--- src/rtl/membus_if.sv ---
// Video memory bus: CPU register-bus port, renderer fetch ports and memory side.
interface membus_if #(
  parameter int unsigned NUM_RD = 2,
  parameter int unsigned ADDR_W = 18
);
  // CPU register-bus port
  logic                     cpu_strobe;
  logic                     cpu_write;
  logic [ADDR_W-1:0]        cpu_addr;
  logic [7:0]               cpu_wrdata;
  logic                     cpu_ack;
  logic [7:0]               cpu_rddata;
  // renderer read-only fetch ports
  logic [NUM_RD-1:0]        rd_strobe;
  logic [NUM_RD*ADDR_W-1:0] rd_addr;
  logic [NUM_RD-1:0]        rd_ack;
  // memory side
  logic [ADDR_W-1:0]        mem_addr;
  logic                     mem_strobe;
  logic                     mem_write;
  logic [31:0]              mem_wrdata;
  logic [3:0]               mem_bytesel;
  logic [31:0]              mem_rddata;

  // arbiter side
  modport slave (
    input  cpu_strobe, cpu_write, cpu_addr, cpu_wrdata,
    output cpu_ack, cpu_rddata,
    input  rd_strobe, rd_addr,
    output rd_ack,
    output mem_addr, mem_strobe, mem_write, mem_wrdata, mem_bytesel,
    input  mem_rddata
  );

  // bus masters and memories
  modport master (
    output cpu_strobe, cpu_write, cpu_addr, cpu_wrdata,
    input  cpu_ack, cpu_rddata,
    output rd_strobe, rd_addr,
    input  rd_ack,
    input  mem_addr, mem_strobe, mem_write, mem_wrdata, mem_bytesel,
    output mem_rddata
  );
endinterface

--- src/rtl/membus_arbiter.sv ---
// Video memory bus arbiter: CPU has absolute priority, renderer ports share
// the remaining cycles round-robin. Grant is combinational, acks registered.
// A CPU strobe always wins arbitration in its own cycle, so back-to-back
// strobes are served on consecutive cycles and no CPU request is left waiting.
module membus_arbiter #(
  parameter int unsigned NUM_RD = 2,
  parameter int unsigned ADDR_W = 18
) (
  input  logic     clk,
  input  logic     rst,
  membus_if.slave  bus
);
  localparam int unsigned PTR_W = (NUM_RD > 1) ? $clog2(NUM_RD) : 1;

  logic [PTR_W-1:0]  rr_ptr;
  logic [NUM_RD-1:0] rd_ack_q;
  logic              cpu_ack_q;
  logic              cpu_rd_q;
  logic [1:0]        cpu_sel_q;
  logic [7:0]        rddata_q;

  logic              cpu_gnt;
  logic [NUM_RD-1:0] elig;
  logic [NUM_RD-1:0] rd_gnt;
  logic              rd_any;
  logic [PTR_W-1:0]  rd_idx;
  logic [PTR_W-1:0]  cand;
  logic [7:0]        sel_byte;

  assign cpu_gnt = bus.cpu_strobe;
  // a port whose ack is visible this cycle must not be granted again
  assign elig    = bus.rd_strobe & ~rd_ack_q;

  // round-robin pick of the first eligible renderer port after rr_ptr
  always_comb begin
    rd_gnt = '0;
    rd_any = 1'b0;
    rd_idx = '0;
    cand   = '0;
    if (!cpu_gnt) begin
      for (int unsigned k = 1; k <= NUM_RD; k++) begin
        cand = PTR_W'((32'(rr_ptr) + k) % NUM_RD);
        if (!rd_any && elig[cand]) begin
          rd_any = 1'b1;
          rd_idx = cand;
        end
      end
    end
    if (rd_any) rd_gnt[rd_idx] = 1'b1;
  end

  // memory-side outputs driven from the current grant
  always_comb begin
    bus.mem_strobe  = cpu_gnt | rd_any;
    bus.mem_addr    = '0;
    bus.mem_write   = 1'b0;
    bus.mem_bytesel = 4'b0000;
    bus.mem_wrdata  = {4{bus.cpu_wrdata}};
    if (cpu_gnt) begin
      bus.mem_addr    = bus.cpu_addr;
      bus.mem_write   = bus.cpu_write;
      bus.mem_bytesel = bus.cpu_write ? (4'b0001 << bus.cpu_addr[1:0]) : 4'b1111;
    end else begin
      for (int unsigned i = 0; i < NUM_RD; i++) begin
        if (rd_gnt[i]) begin
          bus.mem_addr    = bus.rd_addr[i*ADDR_W +: ADDR_W];
          bus.mem_bytesel = 4'b1111;
        end
      end
    end
  end

  // byte lane of the returning word addressed by the CPU read
  always_comb begin
    case (cpu_sel_q)
      2'd0:    sel_byte = bus.mem_rddata[7:0];
      2'd1:    sel_byte = bus.mem_rddata[15:8];
      2'd2:    sel_byte = bus.mem_rddata[23:16];
      default: sel_byte = bus.mem_rddata[31:24];
    endcase
  end

  // ack pipeline, round-robin pointer and CPU read-data holding register
  always_ff @(posedge clk or posedge rst) begin
    if (rst) begin
      rr_ptr    <= PTR_W'(NUM_RD - 1);
      rd_ack_q  <= '0;
      cpu_ack_q <= 1'b0;
      cpu_rd_q  <= 1'b0;
      cpu_sel_q <= 2'd0;
      rddata_q  <= 8'h00;
    end else begin
      rd_ack_q  <= rd_gnt;
      cpu_ack_q <= cpu_gnt;
      cpu_rd_q  <= cpu_gnt & ~bus.cpu_write;
      cpu_sel_q <= bus.cpu_addr[1:0];
      if (rd_any)   rr_ptr   <= rd_idx;
      if (cpu_rd_q) rddata_q <= sel_byte;
    end
  end

  assign bus.rd_ack     = rd_ack_q;
  assign bus.cpu_ack    = cpu_ack_q;
  // read byte is presented in the ack cycle, then held until the next read ack
  assign bus.cpu_rddata = cpu_rd_q ? sel_byte : rddata_q;

endmodule
--- src/flat_wrapper.sv ---
// flat-port wrapper written by rule: the top's interface ports become plain ports
module membus_arbiter_flat 
#(
  parameter int unsigned NUM_RD = 2,
  parameter int unsigned ADDR_W = 18
)
  (clk, rst, bus_cpu_strobe, bus_cpu_write, bus_cpu_addr, bus_cpu_wrdata, bus_cpu_ack, bus_cpu_rddata, bus_rd_strobe, bus_rd_addr, bus_rd_ack, bus_mem_addr, bus_mem_strobe, bus_mem_write, bus_mem_wrdata, bus_mem_bytesel, bus_mem_rddata);
  membus_if #(.NUM_RD(NUM_RD), .ADDR_W(ADDR_W)) bus_i ();
  input  logic clk;
  input  logic rst;
  input wire logic [$bits(bus_i.cpu_strobe)-1:0] bus_cpu_strobe;
  input wire logic [$bits(bus_i.cpu_write)-1:0] bus_cpu_write;
  input wire logic [$bits(bus_i.cpu_addr)-1:0] bus_cpu_addr;
  input wire logic [$bits(bus_i.cpu_wrdata)-1:0] bus_cpu_wrdata;
  output wire logic [$bits(bus_i.cpu_ack)-1:0] bus_cpu_ack;
  output wire logic [$bits(bus_i.cpu_rddata)-1:0] bus_cpu_rddata;
  input wire logic [$bits(bus_i.rd_strobe)-1:0] bus_rd_strobe;
  input wire logic [$bits(bus_i.rd_addr)-1:0] bus_rd_addr;
  output wire logic [$bits(bus_i.rd_ack)-1:0] bus_rd_ack;
  output wire logic [$bits(bus_i.mem_addr)-1:0] bus_mem_addr;
  output wire logic [$bits(bus_i.mem_strobe)-1:0] bus_mem_strobe;
  output wire logic [$bits(bus_i.mem_write)-1:0] bus_mem_write;
  output wire logic [$bits(bus_i.mem_wrdata)-1:0] bus_mem_wrdata;
  output wire logic [$bits(bus_i.mem_bytesel)-1:0] bus_mem_bytesel;
  input wire logic [$bits(bus_i.mem_rddata)-1:0] bus_mem_rddata;
  assign bus_i.cpu_strobe = bus_cpu_strobe;
  assign bus_i.cpu_write = bus_cpu_write;
  assign bus_i.cpu_addr = bus_cpu_addr;
  assign bus_i.cpu_wrdata = bus_cpu_wrdata;
  assign bus_cpu_ack = bus_i.cpu_ack;
  assign bus_cpu_rddata = bus_i.cpu_rddata;
  assign bus_i.rd_strobe = bus_rd_strobe;
  assign bus_i.rd_addr = bus_rd_addr;
  assign bus_rd_ack = bus_i.rd_ack;
  assign bus_mem_addr = bus_i.mem_addr;
  assign bus_mem_strobe = bus_i.mem_strobe;
  assign bus_mem_write = bus_i.mem_write;
  assign bus_mem_wrdata = bus_i.mem_wrdata;
  assign bus_mem_bytesel = bus_i.mem_bytesel;
  assign bus_i.mem_rddata = bus_mem_rddata;
  membus_arbiter #(.NUM_RD(NUM_RD), .ADDR_W(ADDR_W)) u_core (.clk(clk), .rst(rst), .bus(bus_i));
endmodule
--- config.mk ---
export PLATFORM = sky130hd
export DESIGN_NAME = membus_arbiter_flat
export DESIGN_NICKNAME = d
export VERILOG_FILES = /design/src/rtl/membus_if.sv /design/src/rtl/membus_arbiter.sv /design/src/flat_wrapper.sv
export SDC_FILE = /design/constraint.sdc
export NUM_CORES = 1
export LEC_CHECK = 0
export BUFFER_PORTS_ARGS = -buffer_cell sky130_fd_sc_hd__buf_2
export CAP_MARGIN = 40
export CORE_UTILIZATION = 31
export CTS_CLUSTER_SIZE = 10
export DETAILED_ROUTE_END_ITERATION = 6
export HOLD_SLACK_MARGIN = 0.02
export PLACE_DENSITY = 0.87
export REMOVE_ABC_BUFFERS = 1
export SLEW_MARGIN = 5
export SYNTH_ARGS = -nofsm -noshare
export SYNTH_HDL_FRONTEND = slang
export SYNTH_SLANG_ARGS = --single-unit
--- constraint.sdc ---
create_clock -name clk -period 2.9 [get_ports clk]
set_input_delay 0 -clock clk [delete_from_list [all_inputs] [get_ports clk]]
set_output_delay 0 -clock clk [all_outputs]
set_load 0.03 [all_outputs]
* Yosys cells after proc, flatten, opt, wreduce, memory -nomap -nowiden *
Index checks and enable logic that the tools add are counted.

storage, ports and cells
  bits in registers = 15
  input bits = 100
  logic and storage cells = 48

operators by class
  add/sub/neg operators = 2
  magnitude comparators = 4
  equality and inequality tests = 2
  shift-type cells = 1
  mux-type cells = 24
  bitwise logic cells = 5
  reductions and logical operators = 4

operators by type and width
  cell                                                                          number
  18-bit 2-to-1 mux                                                             3
  8-bit case mux with 3 select lines                                            1
  4-bit 2-to-1 mux                                                              4
  1-bit 2-to-1 mux                                                              13
  8-bit 2-to-1 mux                                                              1
  1-bit by 2-bit less-than comparator with 1-bit output, second input constant  3
  1-bit by 2-bit << shifter with 4-bit output, first input constant             1
  1-bit adder, second input constant                                            2
  2-bit bitwise AND                                                             1
  2-bit by 1-bit equality test with 1-bit output, second input constant         1
  2-bit equality test, second input constant                                    1
  1-bit logical AND                                                             2
  2-bit zero test                                                               1
  2-bit 2-to-1 mux                                                              1
  2-bit inverter                                                                1
  1-bit bitwise AND                                                             1
  1-bit demux with 1-bit select                                                 1
  1-bit greater-or-equal comparator, second input constant                      1
  1-bit zero test                                                               1
  1-bit inverter                                                                1
  1-bit bitwise OR                                                              1

* Depth between registers and ports, before layout *
Gate-level depths: netlist (run 1).

  word-level depth = 18
  depth in mapped cells = 5
  gate-level depth less buffers = 3

* Least setup slack after synthesis (run 1) *
Ideal clock, no wire load.

  path kind = reg2reg
  start = register u_core.cpu_sel_q[0]
  end = register u_core.rddata_q[5]
  library setup time = 0.282 ns
  data arrival time = 1.455 ns
  setup slack = 1.163 ns
  cell stages (with the launch flop) = 6
  clock period less this slack = 1.737 ns
  cell sequence = dfrtp_1 > buf_2 > buf_2 > mux2_2 > nand2_1 > o221ai_1

between the ends
  word-level cells in the longest chain between the ends = 3
  elaborated cells on any way between the ends = 5

ends and longest elaborated chain
  item                                               RTL line              text
  start, declared                                    membus_arbiter.sv:19  logic [1:0] cpu_sel_q;
  start signal, assigned                             membus_arbiter.sv:96  cpu_sel_q <= bus.cpu_addr[1:0];
  2-bit equality test, or another cell as far along  membus_arbiter.sv:75  case (cpu_sel_q)
  8-bit case mux with 3 select lines (*)             membus_arbiter.sv:75
  8-bit 2-to-1 mux (*)                               n/a
  named net bus_cpu_rddata[5]                        flat_wrapper.sv:16    output wire logic [$bits(bus_i.cpu_rddata)-1:0] bus_cpu_rddata;
  end signal, assigned                               membus_arbiter.sv:98  if (cpu_rd_q) rddata_q <= sel_byte;
  end, declared                                      membus_arbiter.sv:20  logic [7:0] rddata_q;

Mark *: on every way through the listed nets, which the timed path passes. The rest lies on a longest branch.
A chain may end at the register's enable or synchronous reset.

* Worst setup path after layout (run 1) *
  start = register u_core.cpu_rd_q
  end = output port bus_cpu_rddata[1]

between the ends
  word-level cells in the longest chain between the ends = 1

ends and longest elaborated chain
  item                    RTL line               text
  start, declared         membus_arbiter.sv:18   logic cpu_rd_q;
  start signal, assigned  membus_arbiter.sv:95   cpu_rd_q <= cpu_gnt & ~bus.cpu_write;
  8-bit 2-to-1 mux        membus_arbiter.sv:105  assign bus.cpu_rddata = cpu_rd_q ? sel_byte : rddata_q;
  end, declared           flat_wrapper.sv:16

No other way between the ends.

==> impl_metrics.ini, run 1 <==
[cts]
insertion_delay_ps = 240
ctsHoldBuffers = 12
clk_pin_slew_worst_paths_ps = 60
cts_tree = done
cts_root_buffer = clkbuf_8
cts_buffers = 3
htree_levels = 1
clockBufferDepth = 2
cts_sinks = 15
cts_setup_buffers = 0
cts_resized = 0

[sta]
fin_hold_ws_ps = 88.14
slew-limit-headroom_pct = 53.09
rsz0062_at_grt = no
setup_viol = 0
max_freq_mhz = 534.9
fin_ws_ps = 1031
skew_ps = 1.396
tns_ps = 0
hold_violations = 0
finalCriticalPeriod_ps = 1869
drv_slew = 0
worst_slew_pin_slew_ps = 703.7
final.period_utilization_pct = 64.46

[floorplan]
die_w_um = 70.34
io-pin-count = 167
rows = 24
start_util_pct = 32.79
core_um2 = 4414
die_h_um = 70.34
die-area_um2 = 4947

[grt]
grt_use_total_pct = 18.08
grt_overflow = 0
antenna_found_initial = 0
grt_max_degree = 27
grt_pass1_vias = 1492
grt_pass1_wl_mm = 6.982

[hold_path]
min-delay-path-class = primary input to register
min_path_cells = 1

[synth]
synth-edff-count = 0
netlist.area_leader.share_pct = 24.20
synth-seq-cells = 15
avgSynthCellArea_um2 = 9.280
syn_area_um2 = 1448
async_flop_share_pct = 100.0
ys.flop_type = dfrtp_1
ys_types = 23
synth.largest_area_cell = dfrtp_1
synth_area_leaders = dfrtp_1 (24%), buf_4 (17%), a221o_2 (14%)
ys_warn_count = 0
syn_inst = 156
ys_seq_area_share_pct = 26.02

[drt]
met2WireLength_mm = 2.229
postRouteAntennaNets = 0
route.vias.total = 1521
drtPass1Iterations = 4
dr_wl_met3_um = 396
via_per_inst = 4.891
first_iter_violations = 28
routed_wl_mm = 4.602
wl_per_cell_um = 14.80
dr.max_layer_used = met4
drc = 0
met1Wirelength_mm = 1.877

[placement]
numPortBuffers = 126
gp_congestion = 0.7646
post-place-ws_ps = 1241
detailed_place_hpwl_mm = 3.551

[critical_path]
worstPathRequired_ps = 2900
cp-end-kind = output port
slowest_stage = nor2b_1
worstPathArrival_ps = 1870
cp.depth = 4
cpPeakStageDelay_ps = 580
cp_num_buf_inv = 1
crit_family = simple AND/OR/NAND/NOR gates
path_max_fanout = 10
r2r_cells = 3
critical_path_class = register to output port
crit_chain = nor2b_1 -> nand2_1 -> o221ai_1 -> buf_2
startpoint_type = register

[run]
maxCapViolCount = 0

[pwr]
p_per_area_nw_per_um2 = 409.0
peakVddDrop_mv = 0.1564
p_leak_uw = 0.001137

[finish]
nFillCells = 421
post-route-util_pct = 47.87
area.sequential_um2 = 376.6
area_growth_pct = 45.98
layout.nets = 360
antennaDiodeCount = 0
multi_input_area_um2 = 721.9
drive_gt1_share_pct = 65.25

[run_status]
status = completed
final cells by class:
cell class | instances | area share, %
inverter | 12 | 2.131
multi-input combinational | 88 | 34.16
timing repair buffer | 140 | 40.67
clock buffer | 4 | 2.131
sequential | 15 | 17.82
tap | 52 | 3.079
Yosys cell counts, types with 2 or more instances:
cell type   n
a221o_2    18
and2_1     18
buf_2       3
buf_4      33
buf_6       3
clkbuf_1    2
dfrtp_1    14
inv_1      12
mux2_2      8
mux2i_1     8
nand2_1    14
nor2_1      3
nor2b_1     2
o21ai_0     2
o221ai_1    8
report_power, final:
part	switching, uW	internal [uW]	leakage, uW
Sequential	17.7	237	0.000184
Combinational	269	175	0.000930
Clock	68.8	97.1	0.0000228
Total	356	508	0.00114
layer usage:
| metal | global-route usage (%) | up-vias |
|---|---|---|
| li1 | - | 733 |
| met1 | 20.91 | 684 |
| met2 | 31.11 | 94 |
| met3 | 5.051 | 10 |
| met4 | 7.333 | 0 |
| met5 | 0 | - |
cell usage in the layout (no fill, tap or decap):
master	instances
buf_2	126
and2_1	18
a221o_2	18
nand2_1	14
dfrtp_1	14
inv_1	12
mux2i_1	8
mux2_2	8
o221ai_1	8
buf_12	7
dlygate4sd3_1	5
nor2_1	3
clkbuf_8	3
nor2b_1	2
o21ai_0	2
nor2b_4	1
a2111oi_4	1
o311a_2	1
o31ai_1	1
or3_2	1
o21a_1	1
a21oi_1	1
clkbuf_1	1
buf_6	1
buf_16	1
dfstp_2	1
through the flow:
stage	std cells	instance area [um^2]	power [uW]
2_1_floorplan	115	1144	481.5
6_report	311	2113	864.3
3_5_place_dp	294	1851	616.6
4_1_cts	310	2086	870.5
5_1_grt	311	2113	913.9
3_3_place_gp	293	1839	608.3
path summary, 6_finish.rpt:
kind | startpoint | to | slack, ps
setup / recovery | u_core.cpu_rd_q | bus_cpu_rddata[1] | 1030
setup reg to reg | u_core.cpu_sel_q[0] | u_core.rddata_q[5] | 1340
min in group asynchronous | rst | u_core.bus.rd_ack[0] | 370
max in group asynchronous | rst | u_core.cpu_sel_q[0] | 2140
hold reg to reg | u_core.rr_ptr | u_core.rr_ptr | 550
hold / removal | bus_cpu_strobe | u_core.bus.cpu_ack | 90
flip-flops by register name (all words and copies together) (netlist names):
| name | flops |
|---|---|
| u_core.rddata_q | 8 |
| u_core.bus.rd_ack | 2 |
| u_core.cpu_sel_q | 2 |
| u_core.bus.cpu_ack | 1 |
| u_core.cpu_rd_q | 1 |
| u_core.rr_ptr | 1 |
worst register-to-register path, stage by stage (launching register included):
cell and delay [ps]:
dfrtp_1 790, mux2_2 410, nand2_1 60, o221ai_1 130
cells by family after synthesis:
family / share of synthesized area, %
multiplexers: 11.76
flip-flops: 26.02
AO/OA/AOI/OAI: 23.60
AND/OR/NAND/NOR: 14.52
buffers and inverters: 24.11
Power figures use the tool's default switching activity.
==> run 2: changes to the inputs <==
==> constraint.sdc (replaced) <==
create_clock -name clk -period 1.95 [get_ports clk]
set_input_delay 0 -clock clk [delete_from_list [all_inputs] [get_ports clk]]
set_output_delay 0 -clock clk [all_outputs]
set_load 0.03 [all_outputs]
==> run 2 against run 1 <==
Net effect: clock-buffer cell count unchanged; sequential share of layout area decreased by 0.094 points; cell count increased by 0.64%; sequential power is 46% higher; clock power rose by 51%; via count decreased by 0.39%; global-route usage fell by 0.89 points; setup slack lost 850 ps; power is 49% higher; first-iteration DRC count fell by 3.6%; critical path depth fell by 1; critical endpoint is now bus_mem_addr[14]; largest power group unchanged.
==> impl_metrics.ini, run 2 (synthesis results as in run 1) <==
[run_status]
status = completed

[sta]
worst_slew_pin_slew_ps = 603.8
final.period_utilization_pct = 90.69
fin_hold_ws_ps = 87.40
setup_viol = 0
tns_ps = 0
slew-limit-headroom_pct = 59.70
finalCriticalPeriod_ps = 1769
rsz0062_at_grt = no
max_freq_mhz = 565.4
hold_violations = 0
drv_slew = 0
skew_ps = 1.083

[critical_path]
worstPathArrival_ps = 1770
cpPeakStageDelay_ps = 550
cp_num_buf_inv = 1
worstPathRequired_ps = 1950
critical_path_class = register to output port
startpoint_type = register
cp-end-kind = output port
slowest_stage = o311a_2
crit_chain = o311a_2 -> a221o_2 -> buf_2
path_max_fanout = 20
crit_family = compound AO/OA/AOI/OAI gates

[finish]
layout.nets = 362
final_cell_mix = buf_2 (126), and2_1 (18), a221o_2 (18)
drive_gt1_share_pct = 65.52
antennaDiodeCount = 0
largest_reg_flops = 8
nFillCells = 409
regMostFlops = u_core.rddata_q
final_cell_count_no_fill = 313
post-route-util_pct = 48.13
mostFrequentLayoutCell = buf_2
area_growth_pct = 46.76

[floorplan]
die_w_um = 70.34
die-area_um2 = 4947
start_util_pct = 32.79
io-pin-count = 167
die_h_um = 70.34
core_um2 = 4414
rows = 24

[cts]
cts_tree = done
cts_setup_buffers = 0
cts_sinks = 15
ctsHoldBuffers = 12
clockBufferDepth = 2
cts_buffers = 3
htree_levels = 1
cts_resized = 0
clk_pin_slew_worst_paths_ps = 60
cts_root_buffer = clkbuf_8
insertion_delay_ps = 240

[grt]
grt_pass1_wl_mm = 6.603
grt_pass1_vias = 1410
grt_max_degree = 27
grt_use_total_pct = 17.19
antenna_found_initial = 0
grt_overflow = 0

[placement]
numPortBuffers = 126
detailed_place_hpwl_mm = 3.470
gp_congestion = 0.7661
dp.cells = 296

[pwr]
seq_power_share_pct = 28.8
intPower_uw = 757.1
p_leak_uw = 0.001146
p_sw_uw = 531.8
switching_share_pct = 41.26
power_frac_clock_pct = 19.5
peakVddDrop_mv = 0.2514
pwr-share-comb_pct = 51.7
total_power_uw = 1289
p_per_area_nw_per_um2 = 606.7

[run]
maxCapViolCount = 0

[drt]
postRouteAntennaNets = 0
via_per_inst = 4.840
wl_per_cell_um = 14.22
drc = 0
drtPass1Iterations = 4
first_iter_violations = 27
route.vias.total = 1515
routed_wl_mm = 4.450

[hold_path]
min-delay-path-class = primary input to register
==> run 2: cell count changes in the layout (fill, tap and decap cells not counted) <==
cell and change:
buf_6 -1, buf_4 +3
==> run 2: routing by layer <==
layer  track usage, %  routed length (um)  vias up
li1                 -                   -      738
met4            4.889                  36        0
met3            5.339                 409        4
met2            31.85                2250       87
met5                0                   0        -
met1            18.48                1753      686
==> run 2: power groups by stage <==
stage | Sequential (uW) | Combinational (uW) | Clock (uW)
finish | 371 | 667 | 251
global route | 376 | 709 | 268
CTS | 371 | 664 | 263
detailed placement | 377 | 540 | 0
global placement | 376 | 532 | 0
floorplan | 387 | 329 | 0
==> run 2: through the flow <==
stage / setup WS (ps) / area, um^2
after floorplan: 204.1 / 1144
after global placement: 459.8 / 1862
after detailed placement: 447.4 / 1862
after CTS: 174.5 / 2097
after global routing: 98.82 / 2125
final: 181.5 / 2125
==> run 2: layout make-up <==
type	count	area, um^2	area share, %
Clock buffer	4	45.04	2.120
Inverter	12	45.04	2.120
Multi-Input combinational cell	88	721.9	33.98
Sequential cell	15	376.6	17.73
Tap cell	52	65.06	3.062
Timing Repair Buffer	142	870.8	40.99
==> run 2: path summary, 6_finish.rpt <==
check	startpoint	endpoint	slack (ps)	depth (start not counted)
hold / removal	bus_cpu_strobe	u_core.bus.cpu_ack	90	1
setup / recovery	u_core.bus.rd_ack[1]	bus_mem_addr[14]	180	3
min in group asynchronous	rst	u_core.cpu_rd_q	370	3
max in group asynchronous	rst	u_core.bus.cpu_ack	1190	3
hold reg to reg	u_core.rr_ptr	u_core.rr_ptr	550	2
setup reg to reg	u_core.cpu_sel_q[0]	u_core.rddata_q[3]	660	4
==> run 3: changes to the inputs <==
--- a/config.mk
+++ b/config.mk
@@ -12,6 +12,7 @@
 export DETAILED_ROUTE_END_ITERATION = 6
 export HOLD_SLACK_MARGIN = 0.02
 export PLACE_DENSITY = 0.87
+export RECOVER_POWER = 100
 export REMOVE_ABC_BUFFERS = 1
 export SLEW_MARGIN = 5
 export SYNTH_ARGS = -nofsm -noshare
==> run 3 against run 2 <==
Net effect: the run now ends with capacitance limit, slew limit left; setup slack worse by 14 ps; non-clock buffer count stayed put; global-route usage stayed put; first-iteration DRC count is 11% lower; design area is 7.2% lower; cell count stayed put; clock skew hardly changed; sequential cell count stayed put; die area stayed put; sequential power hardly changed; register-to-register slack hardly changed; largest power group unchanged.
==> impl_metrics.ini, run 3 (synthesis results as in run 1) <==
[run_status]
status = finished with violations
violations = capacitance limit, slew limit

[pwr]
p_leak_uw = 0.001042
peakVddDrop_mv = 0.2414
p_per_area_nw_per_um2 = 635.4

[drt]
wl_per_cell_um = 14.29
routed_wl_mm = 4.474
route.vias.total = 1526
via_per_inst = 4.875
drc = 0
drtPass1Iterations = 4
postRouteAntennaNets = 0
first_iter_violations = 24

[finish]
largest_reg_flops = 8
final_cell_mix = buf_2 (88), clkbuf_2 (26), clkbuf_1 (21)
regMostFlops = u_core.rddata_q
nFillCells = 433
layout.nets = 362
area_growth_pct = 36.21
antennaDiodeCount = 0
mostFrequentLayoutCell = buf_2
drive_gt1_share_pct = 57.85

[critical_path]
crit_chain = o311a_2 -> a221o_2 -> clkbuf_2
cp-end-kind = output port
critical_path_class = register to output port
worstPathArrival_ps = 1780
path_max_fanout = 20
worstPathRequired_ps = 1950
cpPeakStageDelay_ps = 550
startpoint_type = register
slowest_stage = o311a_2

[floorplan]
core_um2 = 4414
die_w_um = 70.34
rows = 24
die_h_um = 70.34
start_util_pct = 32.79
io-pin-count = 167
die-area_um2 = 4947

[sta]
fin_hold_ws_ps = 117.2
final.period_utilization_pct = 91.40
finalCriticalPeriod_ps = 1782
drv_slew = 3
tns_ps = 0
hold_violations = 0
setup_viol = 0
slew-limit-headroom_pct = -0.9082
max_freq_mhz = 561.1
skew_ps = 1.388
worst_slew_pin_slew_ps = 1520
rsz0062_at_grt = no

[grt]
met2_usage_pct = 31.85
grt_max_degree = 27
grt_pass1_vias = 1410
grt_overflow = 0
met3_usage_pct = 5.339
use_met1_pct = 18.48
grt_pass1_wl_mm = 6.603
grt_use_total_pct = 17.19
grt.busiest_layer = met2
antenna_found_initial = 0

[placement]
detailed_place_hpwl_mm = 3.470
gp_congestion = 0.7661
numPortBuffers = 126

[cts]
clk_pin_slew_worst_paths_ps = 60
cts_root_buffer = clkbuf_8
cts_tree = done
clockBufferDepth = 2
cts_setup_buffers = 0
cts_buffers = 3
cts_sinks = 15
htree_levels = 1
insertion_delay_ps = 240

[run]
maxCapViolCount = 5

[hold_path]
min-delay-path-class = primary input to register
run 3: layout make-up:
cell class	count	area [um^2]	area share, %
Multi-Input combinational cell	88	721.9	36.61
Timing Repair Buffer	142	718.2	36.42
Sequential cell	15	376.6	19.10
Tap cell	52	65.06	3.299
Clock buffer	4	45.04	2.284
Inverter	12	45.04	2.284
run 3: repair_timing:
action	CTS	global route
endpoints found under the setup margin	0	0
endpoints found under the hold margin	49	0
hold buffers	12	0
gates resized for setup	0	0
run 3: stage by stage:
step / std cells / instance area (um^2) / power, uW / worst slack, ps / utilization, %
2_1_floorplan: 115 / 1144 / 716.0 / 204.1 / -
4_1_cts: 312 / 2097 / 1298 / 174.5 / 47.51
6_report: 313 / 1972 / 1253 / 167.7 / 44.67
3_3_place_gp: 296 / 1862 / 908.6 / 459.8 / 42.18
5_1_grt: 313 / 1972 / 1315 / 60.64 / 44.67
3_5_place_dp: 296 / 1862 / 917.2 / 447.4 / 42.18
run 3: path summary, 6_finish.rpt:
path	from	end	slack, ps	cells after the start
min reg2reg	u_core.rr_ptr	u_core.rr_ptr	550	2
max	u_core.bus.rd_ack[1]	bus_mem_addr[6]	170	3
min	bus_mem_rddata[16]	u_core.rddata_q[0]	120	3
min in group asynchronous	rst	u_core.cpu_rd_q	370	3
max reg2reg	u_core.cpu_sel_q[0]	u_core.rddata_q[4]	660	4
max in group asynchronous	rst	u_core.bus.cpu_ack	1190	3
run 3: per-layer routing:
| layer | wire length (um) | share of wire, % | vias up |
|---|---|---|---|
| li1 | - | - | 737 |
| met1 | 1798 | 40 | 696 |
| met2 | 2246 | 50 | 89 |
| met3 | 392 | 8.8 | 4 |
| met4 | 36 | 0.80 | 0 |
| met5 | 0 | 0 | - |
run 3: worst max-delay path, delay by kind of cell (launching register included):
family / cells / cell delay (ps)
AO/OA/AOI/OAI: 2 / 920
flip-flops: 1 / 420
buffers and inverters: 1 / 190
run 3: power by group:
part	switching, uW	internal (uW)	total [uW]
Combinational	408	222	630
Clock	107	144	252
Sequential	19.2	352	371
Total	534	718	1250
